$ cat src/rtl/uart_rx_param.sv
// ---------------------------------------------------------------------------
// uart_rx_param
//
// Parametrised asynchronous serial receiver. Samples the rx line at mid-bit
// using a baud counter derived from CLOCK_FREQUENCY / BAUD_RATE. It supports
// 5..9 data bits (LSB first), optional odd/even parity and one or two stop
// bits. It reports parity and framing errors and rejects false start bits.
//
// Parameters:
//   CLOCK_FREQUENCY  system clock in Hz
//   BAUD_RATE        line rate in bit/s (CYC = CLOCK_FREQUENCY / BAUD_RATE >= 8)
//   DATA_BITS        data bits per frame, 5..9
//   PARITY           0 = none, 1 = odd, 2 = even
//   STOP_BITS        1 or 2
//
// Ports:
//   clock          in   system clock, rising edge
//   reset_n        in   asynchronous active-low reset
//   rx             in   serial line, idle high, asynchronous to clock
//   byte_data      out  last received word, held until the next frame
//   byte_ready     out  one-cycle pulse when a frame completes
//   parity_error   out  parity flag, valid only with byte_ready
//   framing_error  out  stop-bit flag, valid only with byte_ready
//
// Optional build macro:
//   UART_RX_MAJORITY_EN  when defined, each sample point is a 2-of-3 majority
//                        of rxs at strobe-1, strobe and strobe+1. The decision
//                        is taken at strobe+1, so byte_ready is one cycle later.
// ---------------------------------------------------------------------------
`timescale 1ns/1ps

module uart_rx_param #(
   parameter int unsigned CLOCK_FREQUENCY = 50000000,
   parameter int unsigned BAUD_RATE       = 9600,
   parameter int unsigned DATA_BITS       = 8,
   parameter int unsigned PARITY          = 0,
   parameter int unsigned STOP_BITS       = 1
) (
   input  logic                 clock,
   input  logic                 reset_n,
   input  logic                 rx,
   output logic [DATA_BITS-1:0] byte_data,
   output logic                 byte_ready,
   output logic                 parity_error,
   output logic                 framing_error
);

   localparam int unsigned CYC  = CLOCK_FREQUENCY / BAUD_RATE;
   localparam int unsigned HALF = CYC / 2;

   typedef enum logic [2:0] {
      S_IDLE,
      S_START,
      S_DATA,
      S_PARITY,
      S_STOP
   } state_t;

   // Synchroniser and edge history
   logic rx_meta_q;
   logic rxs_q;
   logic rxs_prev_q;

   state_t               state_q,     state_d;
   logic [31:0]          cnt_q,       cnt_d;
   logic [3:0]           bit_cnt_q,   bit_cnt_d;
   logic [DATA_BITS-1:0] shreg_q,     shreg_d;
   logic                 perr_acc_q,  perr_acc_d;
   logic                 ferr_acc_q,  ferr_acc_d;
   logic [DATA_BITS-1:0] byte_data_q, byte_data_d;
   logic                 ready_q,     ready_d;
   logic                 perr_q,      perr_d;
   logic                 ferr_q,      ferr_d;

   logic start_edge;
   logic strobe;
   logic sample_en;
   logic sample_bit;

   // NOTE: every flop, including the sync chain and the shift register, is
   // reset; the sync flops reset to 1 so release never looks like a start edge.
   always_ff @(posedge clock or negedge reset_n) begin
      if (!reset_n) begin
         rx_meta_q  <= 1'b1;
         rxs_q      <= 1'b1;
         rxs_prev_q <= 1'b1;
      end else begin
         // NOTE: non-blocking assignments make each flop take the value its
         // neighbour had before the edge, which is what forms the shift chain.
         rx_meta_q  <= rx;
         rxs_q      <= rx_meta_q;
         rxs_prev_q <= rxs_q;
      end
   end

   assign start_edge = rxs_prev_q & ~rxs_q;
   assign strobe     = (state_q != S_IDLE) && (cnt_q == 32'd1);

`ifdef UART_RX_MAJORITY_EN
   logic rxs_prev2_q;
   logic strobe_q;

   always_ff @(posedge clock or negedge reset_n) begin
      if (!reset_n) begin
         rxs_prev2_q <= 1'b1;
         strobe_q    <= 1'b0;
      end else begin
         rxs_prev2_q <= rxs_prev_q;
         strobe_q    <= strobe;
      end
   end

   // One cycle after the strobe: rxs_prev2_q = strobe-1, rxs_prev_q = strobe,
   // rxs_q = strobe+1.
   assign sample_en  = strobe_q;
   assign sample_bit = (rxs_prev2_q & rxs_prev_q) |
                       (rxs_prev_q  & rxs_q)      |
                       (rxs_prev2_q & rxs_q);
`else
   assign sample_en  = strobe;
   assign sample_bit = rxs_q;
`endif

   // Baud counter. It reloads at every strobe even when the decision is
   // deferred by the majority vote, so the bit grid never drifts.
   always_comb begin
      cnt_d = cnt_q;
      if (cnt_q > 32'd1) begin
         cnt_d = cnt_q - 32'd1;
      end
      if ((state_q == S_IDLE) && start_edge) begin
         cnt_d = HALF;
      end else if (strobe) begin
         cnt_d = CYC;
      end
   end

   // NOTE: every variable gets a default before the case statement, so no
   // path can leave one unassigned and infer a latch.
   always_comb begin
      logic par_calc;
      logic ferr_now;

      state_d     = state_q;
      bit_cnt_d   = bit_cnt_q;
      shreg_d     = shreg_q;
      perr_acc_d  = perr_acc_q;
      ferr_acc_d  = ferr_acc_q;
      byte_data_d = byte_data_q;
      ready_d     = 1'b0;
      perr_d      = 1'b0;
      ferr_d      = 1'b0;
      par_calc    = 1'b0;
      ferr_now    = 1'b0;

      case (state_q)
         S_IDLE: begin
            if (start_edge) begin
               state_d    = S_START;
               bit_cnt_d  = 4'd0;
               perr_acc_d = 1'b0;
               ferr_acc_d = 1'b0;
            end
         end

         S_START: begin
            if (sample_en) begin
               // A high line at mid-start means a glitch, not a frame.
               state_d = sample_bit ? S_IDLE : S_DATA;
            end
         end

         S_DATA: begin
            if (sample_en) begin
               shreg_d = {sample_bit, shreg_q[DATA_BITS-1:1]};
               if (bit_cnt_q == 4'(DATA_BITS - 1)) begin
                  bit_cnt_d = 4'd0;
                  state_d   = (PARITY != 0) ? S_PARITY : S_STOP;
               end else begin
                  bit_cnt_d = bit_cnt_q + 4'd1;
               end
            end
         end

         S_PARITY: begin
            if (sample_en) begin
               par_calc   = (^shreg_q) ^ sample_bit;
               perr_acc_d = (PARITY == 1) ? ~par_calc : par_calc;
               state_d    = S_STOP;
            end
         end

         S_STOP: begin
            if (sample_en) begin
               ferr_now = ferr_acc_q | ~sample_bit;
               if (bit_cnt_q == 4'(STOP_BITS - 1)) begin
                  // Return to IDLE at mid-stop so a start edge in the last
                  // half stop bit is still caught.
                  byte_data_d = shreg_q;
                  ready_d     = 1'b1;
                  perr_d      = perr_acc_q;
                  ferr_d      = ferr_now;
                  bit_cnt_d   = 4'd0;
                  state_d     = S_IDLE;
               end else begin
                  ferr_acc_d = ferr_now;
                  bit_cnt_d  = bit_cnt_q + 4'd1;
               end
            end
         end

         default: state_d = S_IDLE;
      endcase
   end

   always_ff @(posedge clock or negedge reset_n) begin
      if (!reset_n) begin
         state_q     <= S_IDLE;
         cnt_q       <= 32'd0;
         bit_cnt_q   <= 4'd0;
         shreg_q     <= '0;
         perr_acc_q  <= 1'b0;
         ferr_acc_q  <= 1'b0;
         byte_data_q <= '0;
         ready_q     <= 1'b0;
         perr_q      <= 1'b0;
         ferr_q      <= 1'b0;
      end else begin
         state_q     <= state_d;
         cnt_q       <= cnt_d;
         bit_cnt_q   <= bit_cnt_d;
         shreg_q     <= shreg_d;
         perr_acc_q  <= perr_acc_d;
         ferr_acc_q  <= ferr_acc_d;
         byte_data_q <= byte_data_d;
         ready_q     <= ready_d;
         perr_q      <= perr_d;
         ferr_q      <= ferr_d;
      end
   end

   assign byte_data     = byte_data_q;
   assign byte_ready    = ready_q;
   assign parity_error  = perr_q;
   assign framing_error = ferr_q;

endmodule

$ cat config.mk
export PLATFORM = sky130hd
export DESIGN_NAME = uart_rx_param
export DESIGN_NICKNAME = d
export VERILOG_FILES = /design/src/rtl/uart_rx_param.sv
export SDC_FILE = /design/constraint.sdc
export NUM_CORES = 1
export LEC_CHECK = 0
export CORE_AREA = 4 4 87 89
export DETAILED_ROUTE_END_ITERATION = 12
export DIE_AREA = 0 0 91 93
export GPL_ROUTABILITY_DRIVEN = 0
export PLACE_DENSITY = 0.67
export SYNTH_ARGS = -nofsm -noshare
export SYNTH_HDL_FRONTEND = slang
export SYNTH_SLANG_ARGS = --single-unit
$ cat constraint.sdc
create_clock -name clock -period 2.7 [get_ports clock]
set_clock_uncertainty 0.15 [all_clocks]
set_input_delay 0.27 -clock clock [delete_from_list [all_inputs] [get_ports clock]]
set_output_delay 0.27 -clock clock [all_outputs]
set_load 0.005 [all_outputs]
==> results of run 1 <==
## power by group
group / internal [mW] / total, mW / switching, mW / leakage [nW]
clock network: 0.533 / 0.950 / 0.418 / 0.115
registers: 1.06 / 1.24 / 0.184 / 0.836
logic: 0.289 / 0.660 / 0.371 / 0.729
## path summary, 6_finish.rpt
kind,slack (ps),depth (start not counted),endpoint,startpoint
min in group asynchronous,480,3,cnt_q[26],reset_n
hold reg to reg,210,0,rxs_q,rx_meta_q
setup / recovery,30,5,cnt_q[29],cnt_q[2]
hold / removal,180,1,rx_meta_q,rx
max in group asynchronous,1400,3,state_q[1],reset_n
setup reg to reg,30,5,cnt_q[29],cnt_q[2]
## layout by cell type, fill, tap and decap left out, drive strengths merged, types with 4 or more instances in the layout
cell type | Yosys | final
a21oi | 21 | 21
buf | 6 | 21
clkbuf | 2 | 9
clkdlybuf4s50 | 0 | 12
dfrtp | 60 | 60
ha | 4 | 4
inv | 8 | 11
mux2 | 18 | 18
mux2i | 5 | 5
nand2 | 21 | 21
nand2b | 5 | 5
nand3 | 6 | 6
nand4 | 4 | 4
nor2 | 25 | 25
nor3 | 8 | 8
nor3b | 4 | 4
nor4 | 13 | 13
o21ai | 13 | 13
o31ai | 10 | 10
or2 | 5 | 5
or3 | 10 | 10
or4 | 13 | 13
xnor2 | 16 | 16
xor2 | 6 | 6
## what timing repair did
item / CTS / global route
setup endpoints to repair: 0 / 16
setup buffers: 0 / 1
hold buffers: 1 / 0
resized for setup: 0 / 9
endpoints found under the hold margin: 60 / 0
## flip-flops by register name, indices dropped and copies added (netlist names), 3 cells and up
| signal | cells |
|---|---|
| cnt_q | 32 |
| byte_data | 8 |
| shreg_q | 8 |
| bit_cnt_q | 4 |
| state_q | 3 |
## stage by stage
| stage | hold WS [ps] | setup slack, ps |
|---|---|---|
| after global placement | 198 | 156 |
| final | 177 | 28.4 |
| after detailed placement | 200 | 81.0 |
| after CTS | 167 | 53.9 |
| after floorplan | -176 | 267 |
| after global routing | 176 | -9.27 |
## routing by layer
metal	share of wire, %	GRT usage [%]	wire [microns]
met1	47	23.9	3370
met2	49	29.5	3480
met3	2.5	3.30	176
met4	1.8	7.91	126
met5	0	0	0
## logic make-up after synthesis
family                   count (synthesis)  share of synthesized area, %
adder cells (fa/ha/maj)                  4                          1.50
AND/OR/NAND/NOR                        132                          24.4
AO/OA/AOI/OAI                           59                          10.9
buffers and inverters                   16                          2.40
XOR/XNOR                                22                          5.78
multiplexers                            23                          7.58
flip-flops                              63                          47.4
## layout make-up
cell class	count	area, sq um
clock buffers	9	124
clock inverters	7	104
fillers	573	2820
inverters	8	30.0
multi-input cells	240	1710
flip-flops and latches	63	1580
well taps	80	100
repair buffers	34	285
==> metrics.md, run 1 <==
| Metric | Value |
|---|---|
| Clk slew on worst S/H paths | around 80 ps |
| Syn avg cell area | 10.5 sq um |
| Post-synth ARST share | 100% |
| CP startpoint kind | register |
| Crit Path Max Fanout | 14 |
| Vias per inst | between 5 and 6 |
| DIE WIDTH | 91 microns |
| Clock Latency Late Sink | 340 ps |
| Final setup TNS | 0 ps |
| CTS tree | yes |
| Status | complete, no violations |
| Layout area overhead | 18.1% |
| Vias | 2607 |
| WP data required | 2820 ps |
| Ys flop type | dfrtp_1 |
| Grt total ovfl | 0 |
| Critical path's top delay family | simple AND/OR/NAND/NOR gates |
| DR DRC count | 0 |
| RSZ-0062 raised after global routing | yes |
| Overall routed net length | 7150 microns |
| Dominant cells by area after synthesis | dfrtp_1 (45%), mux2_2 (6.1%), xnor2_1 (4.2%), a21oi_1 (3.2%), nor2_1 (2.8%) |
| Initial Utilization | 49.4% |
| # nets final | 363 |
| Clk buf depth | 2 |
| Slew margin rel. | 46.5% |
| Initial antenna violation count | 0 |
| Ant. Diodes | 0 |
| CP Cell Sequence | nor4_1 > nand4_1 > or2_1 > or4_1 > a21oi_1 |
| Die ar. | 8460 sq um |
| Share of cells above drive strength 1 | 21.6% |
| Total clock buffers created by CTS | 9 |
| CP arrival | 2790 ps |
| Worst vdd ir | 0.000346 V |
| CP Capture Type | register |
| DPL Wire Length | 4820 microns |
| Min Tclk post-route | 2670 ps |
| WS Path Type | reg -> reg |
| Yosys cell types | 53 |
| First-pass GRT wire length | 12300 microns |
| CP bufs+invs | 0 |
| Row count | 30 |
| Tot GR Track Use | 18.2% |
| Core Footprint | 6760 sq um |
| Post-synth top area cell | dfrtp_1 |
| CTS Sinks | between 60 and 70 |
| TritonRoute pass-1 iters | 4 |
| Area fraction of the dominant cell type after synthesis | 45.0% |
| EDFF count, synth | 0 |
| Syn_nets | 326 |
| Leakage Power | 1.68 nW |
| CP max stage cell | or4_1 |
| Most frequent cell after synthesis | dfrtp_1 |
| CP max stage delay | 560 ps |
| Max Transition Viols Final | 0 |
| Final instance area | 3940 sq um |
| Post-synthesis cell count | 319 |
| Max cap viols | 0 |
| I/O Buffers | 13 |
| Hold Path Class | in -> reg |
| Fin crit share | 98.9% |
| Final design utilization | between 50% and 60% |
| CTS Root Cell | clkbuf_8 |
| Vias in the first global route | around 2600 |
| Power, Total | 2.85 mW |
| H-tree Lvls | 3 |
| WL/cell | around 16 microns |
| PwrDens | 724 nW/um^2 |
| Largest net degree at the start of global routing | 64 |
| I/O pins | 14 |
| Yosys warnings | 0 |
| Placed cell count | 423 |
| Cell Count, Final, Fillers Out | 441 |
| Register area share after synthesis | 47.4% |
| Mapped cell area | 3330 sq um |
| Placed instance area | approximately 3700 sq um |
| DRT iter0 DRCs | ~130 |
| Worst-Margin Slew | 802 ps |
| Yosys reg bits | 63 |
| Max Clock Freq | 374 MHz |
| Die height | between 90 and 100 microns |
| Final hold vios | 0 |
| Final antenna-violating net count | 0 |
| Final setup violation count | 0 |
| Synth top cells by count | dfrtp_1 (60), nor2_1 (25), a21oi_1 (21) |
No activity file was read; power rests on OpenSTA's default activity.
==> run 2, diff against run 1 <==
==> config.mk (replaced) <==
export PLATFORM = sky130hd
export DESIGN_NAME = uart_rx_param
export DESIGN_NICKNAME = d
export VERILOG_FILES = /design/src/rtl/uart_rx_param.sv
export SDC_FILE = /design/constraint.sdc
export NUM_CORES = 1
export LEC_CHECK = 0
export CORE_AREA = 4 4 85 87
export DETAILED_ROUTE_END_ITERATION = 12
export DIE_AREA = 0 0 89 91
export GPL_ROUTABILITY_DRIVEN = 0
export PLACE_DENSITY = 0.69
export SYNTH_ARGS = -nofsm -noshare
export SYNTH_HDL_FRONTEND = slang
export SYNTH_SLANG_ARGS = --single-unit
==> metrics.md, run 2 (same netlist as run 1, synthesis figures left out) <==
| Metric | Value |
|---|---|
| Slew margin rel. | 60.9% (was 46.5%) |
| Clk slew on worst S/H paths | 80 ps (about the same) |
| Die height | 91 microns (was 93 microns) |
| Final setup violation count | 0 (unchanged) |
| Min Tclk post-route | 2610 ps (was 2670 ps) |
| R2R cell count | 7 (was 5) |
| Clock Latency Late Sink | 350 ps (was 340 ps) |
| Final design utilization | 62.1% (was 58.3%) |
| CTS Sinks | 63 (unchanged) |
| Leakage Power | 1.70 nW (was 1.68 nW) |
| Max Transition Viols Final | 0 (unchanged) |
| Fin crit share | 96.5% (was 98.9%) |
| Status | complete, no violations (unchanged) |
| DPL Wire Length | 4960 microns (was 4820 microns) |
| Worst hold slack | 184 ps (was 177 ps) |
| Grt total ovfl | 0 (unchanged) |
| PwrDens | 715 nW/um^2 (was 724 nW/um^2) |
| CP max stage cell | or4b_2 (was or4_1) |
| Largest net degree at the start of global routing | 40 (was 64) |
| Vias in the first global route | 2550 (was 2566) |
| CP startpoint kind | register (unchanged) |
| First-pass GRT wire length | 12200 microns (was 12300 microns) |
| DIE WIDTH | 89 microns (was 91 microns) |
| Initial antenna violation count | 0 (unchanged) |
| Total clock buffers created by CTS | 9 (unchanged) |
| Max cap viols | 0 (unchanged) |
| Share of cells above drive strength 1 | 21.4% (was 21.6%) |
| Vias | 2567 (was 2607) |
| Vias per inst | 5.81 (was 5.91) |
| Ant. Diodes | 0 (unchanged) |
| CP bufs+invs | 1 (was 0) |
| Worst-Margin Slew | 587 ps (was 802 ps) |
| Commonest non-fill, non-tap cells in the layout | dfrtp_1 (60), nor2_1 (25), buf_4 (23), a21oi_1 (21), nand2_1 (20) (was dfrtp_1 (60), nor2_1 (25), a21oi_1 (21), nand2_1 (20), buf_4 (20)) |
| Start point of the worst hold path | rx (unchanged) |
| H-tree Lvls | 3 (unchanged) |
| I/O Buffers | 13 (unchanged) |
| CP arrival | 2730 ps (was 2790 ps) |
| Commonest non-fill, non-tap cell in the layout | dfrtp_1 (unchanged) |
| WP data required | 2820 ps (about the same) |
| Row count | 29 (was 30) |
| CP Capture Type | register (unchanged) |
| Flop2flop setup slack | 90 ps (was 30 ps) |
| Hold path cells | 1 (unchanged) |
| Max FFs per register | 32 (unchanged) |
| Core Footprint | 6350 sq um (was 6760 sq um) |
| Setup bufs post-CTS | 0 (unchanged) |
| Clk buf depth | 2 (unchanged) |
| Placed instance area | 3700 sq um (was 3650 sq um) |
| CP Cell Sequence | inv_1 > ha_1 > or3b_2 > mux2i_1 > nor4_1 > or4b_2 > a21oi_1 (was nor4_1 > nand4_1 > or2_1 > or4_1 > a21oi_1) |
| CP max stage delay | 640 ps (was 560 ps) |
| Layout area overhead | 18.2% (was 18.1%) |
| Overall routed net length | 7040 microns (was 7150 microns) |
| DRT iter0 DRCs | 127 (was 129) |
| Crit Path Max Fanout | 4 (was 14) |
| Critical path's top delay family | simple AND/OR/NAND/NOR gates (unchanged) |
| TritonRoute pass-1 iters | 4 (unchanged) |
| DR DRC count | 0 (unchanged) |
| Die ar. | 8100 sq um (was 8460 sq um) |
| Worst vdd ir | 0.000443 V (was 0.000346 V) |
| CTS Root Cell | clkbuf_8 (unchanged) |
| Biggest register | cnt_q (unchanged) |
| CTS tree | yes (unchanged) |
| WL/cell | 15.9 microns (was 16.2 microns) |
| Final antenna-violating net count | 0 (unchanged) |
| Max Clock Freq | 384 MHz (was 374 MHz) |
| RSZ-0062 raised after global routing | yes (unchanged) |
| Final hold vios | 0 (unchanged) |
| Reg-to-Reg End | cnt_q[18] (was cnt_q[29]) |
| Hold path endpoint | rx_meta_q (unchanged) |
| Initial Utilization | 52.5% (was 49.4%) |
| WS Path Type | reg -> reg (unchanged) |
| Crit Reg-Reg Startpoint | cnt_q[1] (was cnt_q[2]) |
| Tot GR Track Use | 19.5% (was 18.2%) |
| Hold Path Class | in -> reg (unchanged) |
| Final instance area | 3940 sq um (about the same) |
| # nets final | 367 (was 363) |
| I/O pins | 14 (unchanged) |
-- run 2: cell types whose count changed in the layout (fill, tap and decap cells not counted), sizes merged --
cell / delta
inv: +1
buf: +4
clkinv: -2
clkinvlp: +1
-- run 2: worst max-delay path by stage --
stage / start / to / slack, ps / cells after the start
final: cnt_q[1] / cnt_q[18] / 90 / 7
after global routing: cnt_q[2] / cnt_q[25] / -30 / 5
after CTS: cnt_q[1] / cnt_q[14] / 70 / 7
after detailed placement: cnt_q[1] / cnt_q[14] / 90 / 7
after global placement: cnt_q[1] / cnt_q[18] / 180 / 7
after floorplan: cnt_q[1] / cnt_q[18] / 270 / 7
-- run 2: final cells by class --
cell class	instances	area [sq um]
repair buffers	38	328
multi-input cells	240	1680
inverters	8	30.0
fillers	512	2410
clock inverters	7	103
clock buffers	9	124
well taps	77	96.3
flip-flops and latches	63	1580
-- run 2: through the flow --
step	setup WS, ps	std cells	TNS, ps	total power [mW]
floorplan	267	319	0	1.68
global placement	184	425	0	1.87
detailed placement	86.4	425	0	1.88
CTS	69.3	442	0	2.84
global route	-27.1	442	-91.0	2.99
finish	95.0	442	0	2.82
-- run 2: repair_timing --
action | in CTS | in global routing
hold buffers | 1 | 0
gates resized for setup | 0 | 3
setup endpoints to repair | 0 | 7
endpoints found under the hold margin | 24 | 0
-- run 2: report_power, final --
part	internal [mW]	leakage, nW	switching (mW)
sequential	1.06	0.836	0.155
combinational	0.291	0.752	0.366
clock	0.532	0.111	0.417
total	1.88	1.70	0.939
-- run 2: routing by layer --
layer | track usage (%) | vias to the layer above | share of wire [%]
met5 | 0 | - | 0
met4 | 8.93 | 0 | 2.2
met3 | 3.62 | 15 | 3.3
met2 | 29.8 | 37 | 48
met1 | 26.7 | 1245 | 47
li1 | - | 1270 | -
==> run 3, diff against run 2 <==
--- a/config.mk
+++ b/config.mk
@@ -9,7 +9,7 @@
 export DETAILED_ROUTE_END_ITERATION = 12
 export DIE_AREA = 0 0 89 91
 export GPL_ROUTABILITY_DRIVEN = 0
-export PLACE_DENSITY = 0.69
+export PLACE_DENSITY = 0.66
 export SYNTH_ARGS = -nofsm -noshare
 export SYNTH_HDL_FRONTEND = slang
 export SYNTH_SLANG_ARGS = --single-unit
==> metrics.md, run 3 (same netlist as run 1, synthesis figures left out) <==
| Metric | Value |
|---|---|
| Initial antenna violation count | 0 (unchanged) |
| Hold path cells | 1 (unchanged) |
| Commonest non-fill, non-tap cells in the layout | dfrtp_1 (60), nor2_1 (25), buf_4 (24), a21oi_1 (21), nand2_1 (20) (was dfrtp_1 (60), nor2_1 (25), buf_4 (23), a21oi_1 (21), nand2_1 (20)) |
| Die height | 91 microns (unchanged) |
| # nets final | 367 (unchanged) |
| Crit Path Max Fanout | 4 (unchanged) |
| Worst Setup SP | cnt_q[1] (unchanged) |
| Vias in the first global route | 2550 (unchanged) |
| WL/cell | 16.1 microns (was 15.9 microns) |
| Flop2flop setup slack | 210 ps (was 90 ps) |
| CP max stage cell | or4b_2 (unchanged) |
| RSZ-0062 raised after global routing | no (was yes) |
| Worst vdd ir | 0.000468 V (was 0.000443 V) |
| Biggest register | cnt_q (unchanged) |
| CP startpoint kind | register (unchanged) |
| DRT iter0 DRCs | 115 (was 127) |
| Fin crit share | 92.1% (was 96.5%) |
| Row count | 29 (unchanged) |
| H-tree Lvls | 3 (unchanged) |
| Total clock buffers created by CTS | 9 (unchanged) |
| Max Transition Viols Final | 0 (unchanged) |
| DPL Wire Length | 5080 microns (was 4960 microns) |
| Final antenna-violating net count | 0 (unchanged) |
| R2R cell count | 7 (unchanged) |
| CP arrival | 2610 ps (was 2730 ps) |
| I/O Buffers | 13 (unchanged) |
| CTS Root Cell | clkbuf_8 (unchanged) |
| WS Path Type | reg -> reg (unchanged) |
| Final instance area | 3930 sq um (was 3940 sq um) |
| DIE WIDTH | 89 microns (unchanged) |
| Core Footprint | 6350 sq um (unchanged) |
| Layout area overhead | 17.9% (was 18.2%) |
| Vias per inst | 5.78 (was 5.81) |
| Grt total ovfl | 0 (unchanged) |
| Clk buf depth | 2 (unchanged) |
| Vias | 2555 (was 2567) |
| Max FFs per register | 32 (unchanged) |
| Max Clock Freq | 402 MHz (was 384 MHz) |
| Status | complete, no violations (unchanged) |
| Initial Utilization | 52.5% (unchanged) |
| Crit Reg-Reg Startpoint | cnt_q[1] (unchanged) |
| CP max stage delay | 650 ps (was 640 ps) |
| Final hold vios | 0 (unchanged) |
| Critical Path Sink | cnt_q[18] (unchanged) |
| CP Cell Sequence | inv_1 > ha_1 > or3b_4 > mux2i_2 > nor4_1 > or4b_2 > a21oi_1 (was inv_1 > ha_1 > or3b_2 > mux2i_1 > nor4_1 > or4b_2 > a21oi_1) |
| Slew margin rel. | 62.2% (was 60.9%) |
| Placed instance area | 3690 sq um (was 3700 sq um) |
| Clk slew on worst S/H paths | 80 ps (about the same) |
| Hold Path Class | in -> reg (unchanged) |
| Min Tclk post-route | 2490 ps (was 2610 ps) |
| Leakage Power | 1.69 nW (was 1.70 nW) |
| DR DRC count | 0 (unchanged) |
| Die ar. | 8100 sq um (unchanged) |
| PwrDens | 719 nW/um^2 (was 715 nW/um^2) |
| Worst-Margin Slew | 561 ps (was 587 ps) |
| Max cap viols | 0 (unchanged) |
| Overall routed net length | 7100 microns (was 7040 microns) |
| Tot GR Track Use | 19.2% (was 19.5%) |
| CP Capture Type | register (unchanged) |
| Setup bufs post-CTS | 0 (unchanged) |
| Reg-to-Reg End | cnt_q[18] (unchanged) |
| First-pass GRT wire length | 12200 microns (about the same) |
| Share of cells above drive strength 1 | 21.4% (unchanged) |
| Final setup violation count | 0 (unchanged) |
| Ant. Diodes | 0 (unchanged) |
| TritonRoute pass-1 iters | 4 (unchanged) |
| Start point of the worst hold path | rx (unchanged) |
| Clock Latency Late Sink | 340 ps (was 350 ps) |
| I/O pins | 14 (unchanged) |
| Final setup TNS | 0 ps (unchanged) |
| CTS tree | yes (unchanged) |
| CTS Sinks | 63 (unchanged) |
| WP data required | 2820 ps (about the same) |
| Largest net degree at the start of global routing | 37 (was 40) |
| Commonest non-fill, non-tap cell in the layout | dfrtp_1 (unchanged) |
-- run 3: routing by layer --
| metal | vias up | wire (microns) | track usage, % |
|---|---|---|---|
| met3 | 10 | 206 | 4.25 |
| li1 | 1269 | - | - |
| met5 | - | 0 | 0 |
| met1 | 1235 | 3300 | 26.4 |
| met2 | 41 | 3470 | 29.5 |
| met4 | 0 | 121 | 7.57 |
-- run 3: cell type report --
cell class | instances | area (sq um)
Clock buffer | 9 | 124
Clock inverter | 7 | 104
Fill cell | 523 | 2420
Inverter | 8 | 30.0
Multi-Input combinational cell | 240 | 1680
Sequential cell | 63 | 1580
Tap cell | 77 | 96.3
Timing Repair Buffer | 38 | 315
-- run 3: timing repair --
action,CTS,global route
hold buffers,1,0
resized for setup,0,4
hold endpoints to repair,60,0
endpoints found under the setup margin,0,3
-- run 3: worst min-delay path by stage --
stage | end | slack, ps
2_1_floorplan | bit_cnt_q[0] | -180
3_3_place_gp | cnt_q[27] | 150
3_5_place_dp | cnt_q[27] | 160
4_1_cts | rx_meta_q | 170
5_1_grt | rx_meta_q | 180
6_report | rx_meta_q | 180
-- run 3: report_power, final --
part	switching (mW)	total [mW]	internal, mW	leakage (nW)
Combinational	0.361	0.664	0.304	0.743
Clock	0.409	0.940	0.531	0.114
Sequential	0.164	1.22	1.06	0.836
Total	0.934	2.83	1.89	1.69
-- run 3: metrics by stage --
step	instances	setup WS (ps)	total power [mW]	util, %	hold slack [ps]
floorplan	319	267	1.68	-	-176
global placement	425	193	1.87	58.0	154
detailed placement	425	99.1	1.89	58.0	163
CTS	442	75.7	2.84	61.8	169
global route	442	63.5	2.99	61.9	176
finish	442	214	2.83	61.9	178
-- run 3: critical path, delay by kind of cell, from the launching register on --
| family | cells | cell delay, ps |
|---|---|---|
| adder cells (fa/ha/maj) | 1 | 180 |
| multiplexers | 1 | 230 |
| AO/OA/AOI/OAI | 1 | 150 |
| buffers and inverters | 1 | 100 |
| flip-flops | 1 | 400 |
| AND/OR/NAND/NOR | 3 | 1200 |
